--- config.mk ---
export PLATFORM = sky130hd
export DESIGN_NAME = bmp_frame_source
export DESIGN_NICKNAME = d
export VERILOG_FILES = /design/src/rtl/bmp_frame_source.sv
export SDC_FILE = /design/constraint.sdc
export NUM_CORES = 1
export LEC_CHECK = 0
export CAP_MARGIN = 40
export CORE_AREA = 2 2 195 197
export CTS_CLUSTER_DIAMETER = 40
export DETAILED_ROUTE_END_ITERATION = 10
export DIE_AREA = 0 0 197 199
export GPL_TIMING_DRIVEN = 0
export SLEW_MARGIN = 20
export SYNTH_ARGS = -nofsm -noshare
export SYNTH_HDL_FRONTEND = slang
export SYNTH_SLANG_ARGS = --single-unit
--- constraint.sdc ---
create_clock -name clk -period 2.6 [get_ports clk]
set_input_delay 0.26 -clock clk [delete_from_list [all_inputs] [get_ports clk]]
set_output_delay 0.26 -clock clk [all_outputs]
set_load 0.02 [all_outputs]
--- src/rtl/bmp_frame_source.sv ---
// bmp_frame_source: video timing and test-pattern generator feeding a 24-bpp
// BMP writer. Produces vs/hs/de plus {B,G,R} pixel data for a burst of
// back-to-back frames, and presents constant BMP file/info header fields
// derived from the active resolution.
//
// Ports:
//   clk, rst            clock, asynchronous active-high reset
//   start, frames       burst request (sampled in IDLE only), frame count (0 = ignore)
//   pattern_sel         0 gradient, 1 solid, 2 colour bars, 3 checkerboard
//   solid_rgb           colour for the solid pattern
//   vs_out/hs_out/de_out registered timing outputs, active-high
//   data_out            pixel {B,G,R}, 0 outside the active area
//   busy, burst_done    burst in progress, one-cycle end-of-burst pulse
//   bf*/bi*             BMP header fields, byte 0 = first byte in the file
module bmp_frame_source #(
    parameter int unsigned H_ACTIVE = 640,
    parameter int unsigned H_FP     = 16,
    parameter int unsigned H_SYNC   = 96,
    parameter int unsigned H_BP     = 48,
    parameter int unsigned V_ACTIVE = 480,
    parameter int unsigned V_FP     = 10,
    parameter int unsigned V_SYNC   = 2,
    parameter int unsigned V_BP     = 33
) (
    input  logic            clk,
    input  logic            rst,
    input  logic            start,
    input  logic [7:0]      frames,
    input  logic [1:0]      pattern_sel,
    input  logic [23:0]     solid_rgb,
    output logic            vs_out,
    output logic            hs_out,
    output logic            de_out,
    output logic [23:0]     data_out,
    output logic            busy,
    output logic            burst_done,
    output logic [1:0][7:0] bfType,
    output logic [3:0][7:0] bfSize,
    output logic [1:0][7:0] bfResrved1,
    output logic [1:0][7:0] bfResrved2,
    output logic [3:0][7:0] bfOffBits,
    output logic [3:0][7:0] biSize,
    output logic [3:0][7:0] biWidth,
    output logic [3:0][7:0] biHeight,
    output logic [1:0][7:0] biPlanes,
    output logic [1:0][7:0] biBitCount,
    output logic [3:0][7:0] biCompression,
    output logic [3:0][7:0] biSizeImage,
    output logic [3:0][7:0] biXPelsPerMeter,
    output logic [3:0][7:0] biYPelsPerMeter,
    output logic [3:0][7:0] biClrUsed,
    output logic [3:0][7:0] biClrImportant
);

    localparam int unsigned H_TOTAL   = H_ACTIVE + H_FP + H_SYNC + H_BP;
    localparam int unsigned V_TOTAL   = V_ACTIVE + V_FP + V_SYNC + V_BP;
    // BMP rows are padded to a multiple of four bytes.
    localparam int unsigned STRIDE    = (3 * H_ACTIVE + 3) & ~32'd3;
    localparam int unsigned IMG_SIZE  = STRIDE * V_ACTIVE;
    localparam int unsigned FILE_SIZE = 54 + IMG_SIZE;
    localparam int unsigned BAR_W     = ((H_ACTIVE / 8) == 0) ? 1 : (H_ACTIVE / 8);

    localparam logic [11:0] H_ACT_C  = 12'(H_ACTIVE);
    localparam logic [11:0] H_HS_BEG = 12'(H_ACTIVE + H_FP);
    localparam logic [11:0] H_HS_END = 12'(H_ACTIVE + H_FP + H_SYNC);
    localparam logic [11:0] H_LAST   = 12'(H_TOTAL - 1);
    localparam logic [11:0] V_ACT_C  = 12'(V_ACTIVE);
    localparam logic [11:0] V_VS_BEG = 12'(V_ACTIVE + V_FP);
    localparam logic [11:0] V_VS_END = 12'(V_ACTIVE + V_FP + V_SYNC);
    localparam logic [11:0] V_LAST   = 12'(V_TOTAL - 1);
    localparam logic [11:0] BAR_W_C  = 12'(BAR_W);

    // Header fields: elaboration constants, little-endian byte order.
    assign bfType          = {8'h4D, 8'h42};
    assign bfSize          = FILE_SIZE;
    assign bfResrved1      = 16'd0;
    assign bfResrved2      = 16'd0;
    assign bfOffBits       = 32'd54;
    assign biSize          = 32'd40;
    assign biWidth         = H_ACTIVE;
    assign biHeight        = V_ACTIVE;
    assign biPlanes        = 16'd1;
    assign biBitCount      = 16'd24;
    assign biCompression   = 32'd0;
    assign biSizeImage     = IMG_SIZE;
    assign biXPelsPerMeter = 32'd2835;
    assign biYPelsPerMeter = 32'd2835;
    assign biClrUsed       = 32'd0;
    assign biClrImportant  = 32'd0;

    typedef enum logic [1:0] {
        S_IDLE = 2'd0,
        S_RUN  = 2'd1,
        S_DONE = 2'd2
    } state_t;

    state_t      state_r;
    state_t      next_state_s;
    logic [11:0] h_cnt_r;
    logic [11:0] v_cnt_r;
    logic [7:0]  frame_cnt_r;
    logic [7:0]  frames_r;
    logic [1:0]  pat_r;
    logic [23:0] solid_r;

    logic        accept_s;
    logic        h_wrap_s;
    logic        v_wrap_s;
    logic        last_frame_s;
    logic [11:0] bar_q_s;
    logic [2:0]  bar_idx_s;
    logic [23:0] pix_s;
    logic        de_nxt_s;
    logic        hs_nxt_s;
    logic        vs_nxt_s;
    logic [23:0] data_nxt_s;
    logic        busy_nxt_s;
    logic        done_nxt_s;

    assign accept_s     = start && (frames != 8'd0);
    assign h_wrap_s     = (h_cnt_r == H_LAST);
    assign v_wrap_s     = (v_cnt_r == V_LAST);
    assign last_frame_s = ((frame_cnt_r + 8'd1) == frames_r);

    // State register.
    always_ff @(posedge clk or posedge rst) begin
        if (rst) begin
            state_r <= S_IDLE;
        end else begin
            state_r <= next_state_s;
        end
    end

    // Next-state logic.
    always_comb begin
        next_state_s = state_r;
        case (state_r)
            S_IDLE: begin
                if (accept_s) next_state_s = S_RUN;
                else          next_state_s = S_IDLE;
            end
            S_RUN: begin
                if (h_wrap_s && v_wrap_s && last_frame_s) next_state_s = S_DONE;
                else                                      next_state_s = S_RUN;
            end
            S_DONE:  next_state_s = S_IDLE;
            default: next_state_s = S_IDLE;
        endcase
    end

    // Raster counters and burst configuration captured at start.
    always_ff @(posedge clk or posedge rst) begin
        if (rst) begin
            h_cnt_r     <= 12'd0;
            v_cnt_r     <= 12'd0;
            frame_cnt_r <= 8'd0;
            frames_r    <= 8'd0;
            pat_r       <= 2'd0;
            solid_r     <= 24'd0;
        end else begin
            case (state_r)
                S_IDLE: begin
                    h_cnt_r     <= 12'd0;
                    v_cnt_r     <= 12'd0;
                    frame_cnt_r <= 8'd0;
                    if (accept_s) begin
                        frames_r <= frames;
                        pat_r    <= pattern_sel;
                        solid_r  <= solid_rgb;
                    end
                end
                S_RUN: begin
                    h_cnt_r <= h_wrap_s ? 12'd0 : (h_cnt_r + 12'd1);
                    if (h_wrap_s) begin
                        v_cnt_r <= v_wrap_s ? 12'd0 : (v_cnt_r + 12'd1);
                        if (v_wrap_s) begin
                            frame_cnt_r <= frame_cnt_r + 8'd1;
                        end
                    end
                end
                default: begin
                    h_cnt_r <= h_cnt_r;
                end
            endcase
        end
    end

    // Pattern colour for the current counter position.
    always_comb begin
        bar_q_s   = h_cnt_r / BAR_W_C;
        bar_idx_s = (bar_q_s > 12'd7) ? 3'd7 : bar_q_s[2:0];
        pix_s     = 24'd0;
        case (pat_r)
            2'd0:    pix_s = {frame_cnt_r, v_cnt_r[7:0], h_cnt_r[7:0]};
            2'd1:    pix_s = solid_r;
            2'd2:    pix_s = {{8{bar_idx_s[0]}}, {8{bar_idx_s[1]}}, {8{bar_idx_s[2]}}};
            2'd3:    pix_s = (h_cnt_r[3] ^ v_cnt_r[3]) ? 24'hFFFFFF : 24'h000000;
            default: pix_s = 24'd0;
        endcase
    end

    // Output decode: next values of every registered output.
    always_comb begin
        de_nxt_s   = 1'b0;
        hs_nxt_s   = 1'b0;
        vs_nxt_s   = 1'b0;
        data_nxt_s = 24'd0;
        if (state_r == S_RUN) begin
            de_nxt_s   = (h_cnt_r < H_ACT_C) && (v_cnt_r < V_ACT_C);
            hs_nxt_s   = (h_cnt_r >= H_HS_BEG) && (h_cnt_r < H_HS_END);
            vs_nxt_s   = (v_cnt_r >= V_VS_BEG) && (v_cnt_r < V_VS_END);
            data_nxt_s = de_nxt_s ? pix_s : 24'd0;
        end else begin
            de_nxt_s   = 1'b0;
        end
        busy_nxt_s = (next_state_s == S_RUN);
        done_nxt_s = (next_state_s == S_DONE);
    end

    // Output registers.
    always_ff @(posedge clk or posedge rst) begin
        if (rst) begin
            vs_out     <= 1'b0;
            hs_out     <= 1'b0;
            de_out     <= 1'b0;
            data_out   <= 24'd0;
            busy       <= 1'b0;
            burst_done <= 1'b0;
        end else begin
            vs_out     <= vs_nxt_s;
            hs_out     <= hs_nxt_s;
            de_out     <= de_nxt_s;
            data_out   <= data_nxt_s;
            busy       <= busy_nxt_s;
            burst_done <= done_nxt_s;
        end
    end

endmodule

==> results.yml, run 1 <==
synth:
  synth.avg_cell_area_um2: 8.35
  synth-main-ff-cell: "dfrtp_1"
  synth_compound_area_share_pct: 12.7
  yosys.cell_types.count: 61
  synth_common_cells: "432 x buf_4, 97 x dfrtp_1, 62 x o21ai_1, 52 x nand2_1, 44 x a21oi_1"
  synth-seq-area-share_pct: 28.7
  mappedNetlistArea_mm2: 0.00845
  async_flop_share_pct: 100
  synthXorXnorAreaFrac_pct: 2.07
  yosysMostFrequentCell: "buf_4"
  synth.area.mux_share_pct: 2.74
  ys_seq_elements: 97
  synth_top_family_by_area: "buffers and inverters"
  synthAdderAreaFrac_pct: 0.741
  yosys.area.top_type: "buf_4"
  synth_top_cell_area_share_pct: 38.4
  synth_edf_count: 0
  synth.yosys.warnings: 0
  yosys-top-cells-area: "buf_4 38%, dfrtp_1 29%, o21ai_1 3.7%, a21oi_1 2.6%, nand2_1 2.3%"
  syn_inst: 1012
  yosys.area_share.simple_pct: 10.9
die:
  rows: 71
  die-height_um: 199
  io_pins: 498
  core_area_mm2: 0.0371
  start_util_pct: 22.7
  die_area_mm2: 0.0392
  fp.dieW_um: 197
setup_path:
  crit_type: "reg2reg"
  critPathRequiredTime_ns: 2.85
  path_delay_family: "simple AND/OR/NAND/NOR gates"
  crit_path_max_fanout: 8
  critical_path_buf_inv_count: 2
  slowest_delay_ns: 0.55
  r2r_cells: 7
  startpoint_type: "flip-flop"
  critPathSlowestCell: "or4b_4"
  worst-path-stages: 7
  crit_path_end_kind: "flip-flop"
  crit_chain: "buf_2, or4b_4, or3_4, a21o_4, or2_1, buf_4, o41ai_2"
  critPathArrivalTime_ns: 2.79
global_routing:
  grt-ovfl-total: 0
  grt_pass1_vias: 6291
  antenna_found_initial: 0
  grt_pass1_wl_um: 32100
  grt_max_degree: 34
  gr-usage-all-layers_pct: 10.2
sta:
  fin_crit_sh_pct: 97.5
  fin_hold_ws_ns: 0.189
  worstMarginPinSlew_ns: 0.651
  max_slew_margin_pct: 56.6
  rsz0062_at_grt: "yes"
  setup_ws_ns: 0.0653
  setup_viol: 0
  clock_skew_ns: 0.0184
  hold_viol: 0
  fmax_mhz: 395
  finalMaxSlewViolations: 0
  min_period_ns: 2.53
clock_tree:
  cts_tree: "done"
  insertion_delay_ns: 0.36
  cts_max_level: 3
  cts_buffer_depth: 2
  cts.clk_slew.worst_paths_ns: 0.08
  cts_buffers: 9
  postCtsHoldBufs: 0
  cts_root_buffer: "clkbuf_16"
  cts.sinks: 97
routing:
  dr.first_iter.drc_count: 267
  routedWlPerCell_um: 10.8
  totalWireLength_um: 21600
  via_per_inst: 3.46
  route.detailed.drc: 0
  firstDrtPassIters: 5
  vias: 6929
  drtAntennaViolNets: 0
placement:
  dp_slack_ns: -0.458
  portBuffers: 65
  dp_cells: 1985
  place_hpwl_um: 17800
  place.gp.congestion: 0.874
layout:
  drive_gt1_share_pct: 32.1
  stdcell_count: 2002
  diodes: 0
  area_growth_pct: 39.9
  fillers: 3917
  layout.nets: 1565
pwr:
  peakVddDrop_mv: 0.382
  powerDensity_mw_per_mm2: 389
  total_power_uw: 4590
  p_leak_uw: 0.00644
job:
  max_cap_viol_count: 0
status:
  status: "complete, no violations"
min_path:
  hold_class: "in2async"
## worst reg2reg max path: stages (launching register included)
cell and delay [ns]:
dfrtp_1 0.36, buf_2 0.17, or4b_4 0.55, or3_4 0.45, a21o_4 0.24, or2_1 0.22
buf_4 0.17, o41ai_2 0.27
## sequential cells by signal, indices dropped and copies added (netlist names), 2 cells and up
register / flops
h_cnt_r: 12
v_cnt_r: 12
solid_r: 24
state_r: 2
pat_r: 2
frame_cnt_r: 8
frames_r: 8
data_out: 24
## worst paths after layout
kind	end	slack (ns)	startpoint
max in group asynchronous	pat_r[1]	1.74	rst
min in group clk	solid_r[18]	0.43	solid_rgb[18]
max reg2reg	v_cnt_r[9]	0.07	h_cnt_r[6]
min	hs_out	0.19	rst
max	v_cnt_r[9]	0.07	h_cnt_r[6]
min reg2reg	solid_r[6]	0.49	solid_r[6]
## kinds of logic after synthesis
kind of cell	count (synthesis)
compound gates	176
flops	97
fa+ha+maj	5
other cells	2
buf+inv	511
xor+xnor	20
mux	21
simple gates	180
## repair_timing
action,in CTS,in global routing
endpoints found under the setup margin,40,46
pin swaps,2,3
setup buffers,2,1
gates resized for setup,6,32
## cell usage in the layout (no fill, tap or decap), types with 6 or more instances in the layout
master,instances
a21oi_1,43
and3_1,9
buf_4,438
clkbuf_1,28
clkbuf_16,9
clkbuf_2,11
clkdlybuf4s50_1,65
conb_1,432
dfrtp_1,97
inv_1,27
mux2_1,17
nand2_1,52
nand2b_1,7
nand3_1,19
nand4_1,9
nor2_1,29
nor2b_1,7
nor3_1,16
o21ai_0,8
o21ai_1,61
o221ai_1,11
o22ai_1,8
o31ai_1,11
xnor2_1,14
xor2_1,6
## layout make-up
class	count	area [um^2]	area share, %
plain buffers	476	3430	29.1
clock inverters	7	108	0.911
well taps	474	593	5.02
repair buffers	72	738	6.25
clock buffers	9	225	1.91
flip-flops and latches	97	2430	20.5
multi-input cells	834	4160	35.2
inverters	33	128	1.08
## routing by layer
| layer | track usage [%] | vias up | part of all wire, % |
|---|---|---|---|
| li1 | - | 3527 | - |
| met1 | 11.6 | 3098 | 38 |
| met2 | 19.5 | 276 | 54 |
| met3 | 1.78 | 28 | 5.6 |
| met4 | 3.04 | 0 | 1.8 |
| met5 | 0 | - | 0 |
## power by group
group | total [uW] | switching (uW) | internal, uW
clock | 1500 | 709 | 786
sequential | 1600 | 26.1 | 1580
combinational | 1490 | 874 | 620
## metrics by stage
stage / area [um^2] / TNS (ns) / utilization, %
finish: 11800 / 0 / 31.8
global route: 11800 / -0.0248 / 31.8
CTS: 11700 / 0 / 31.6
detailed placement: 11400 / -6.57 / 30.6
global placement: 11300 / -5.57 / 30.5
floorplan: 10100 / 0 / -
Power figures use the tool's default switching activity.
==> inputs of run 2 (changes only) <==
Settings changed: CAP_MARGIN 40 to 30.
==> results of run 2 <==
The final DEF is identical to that of run 1; final timing and power are the same.
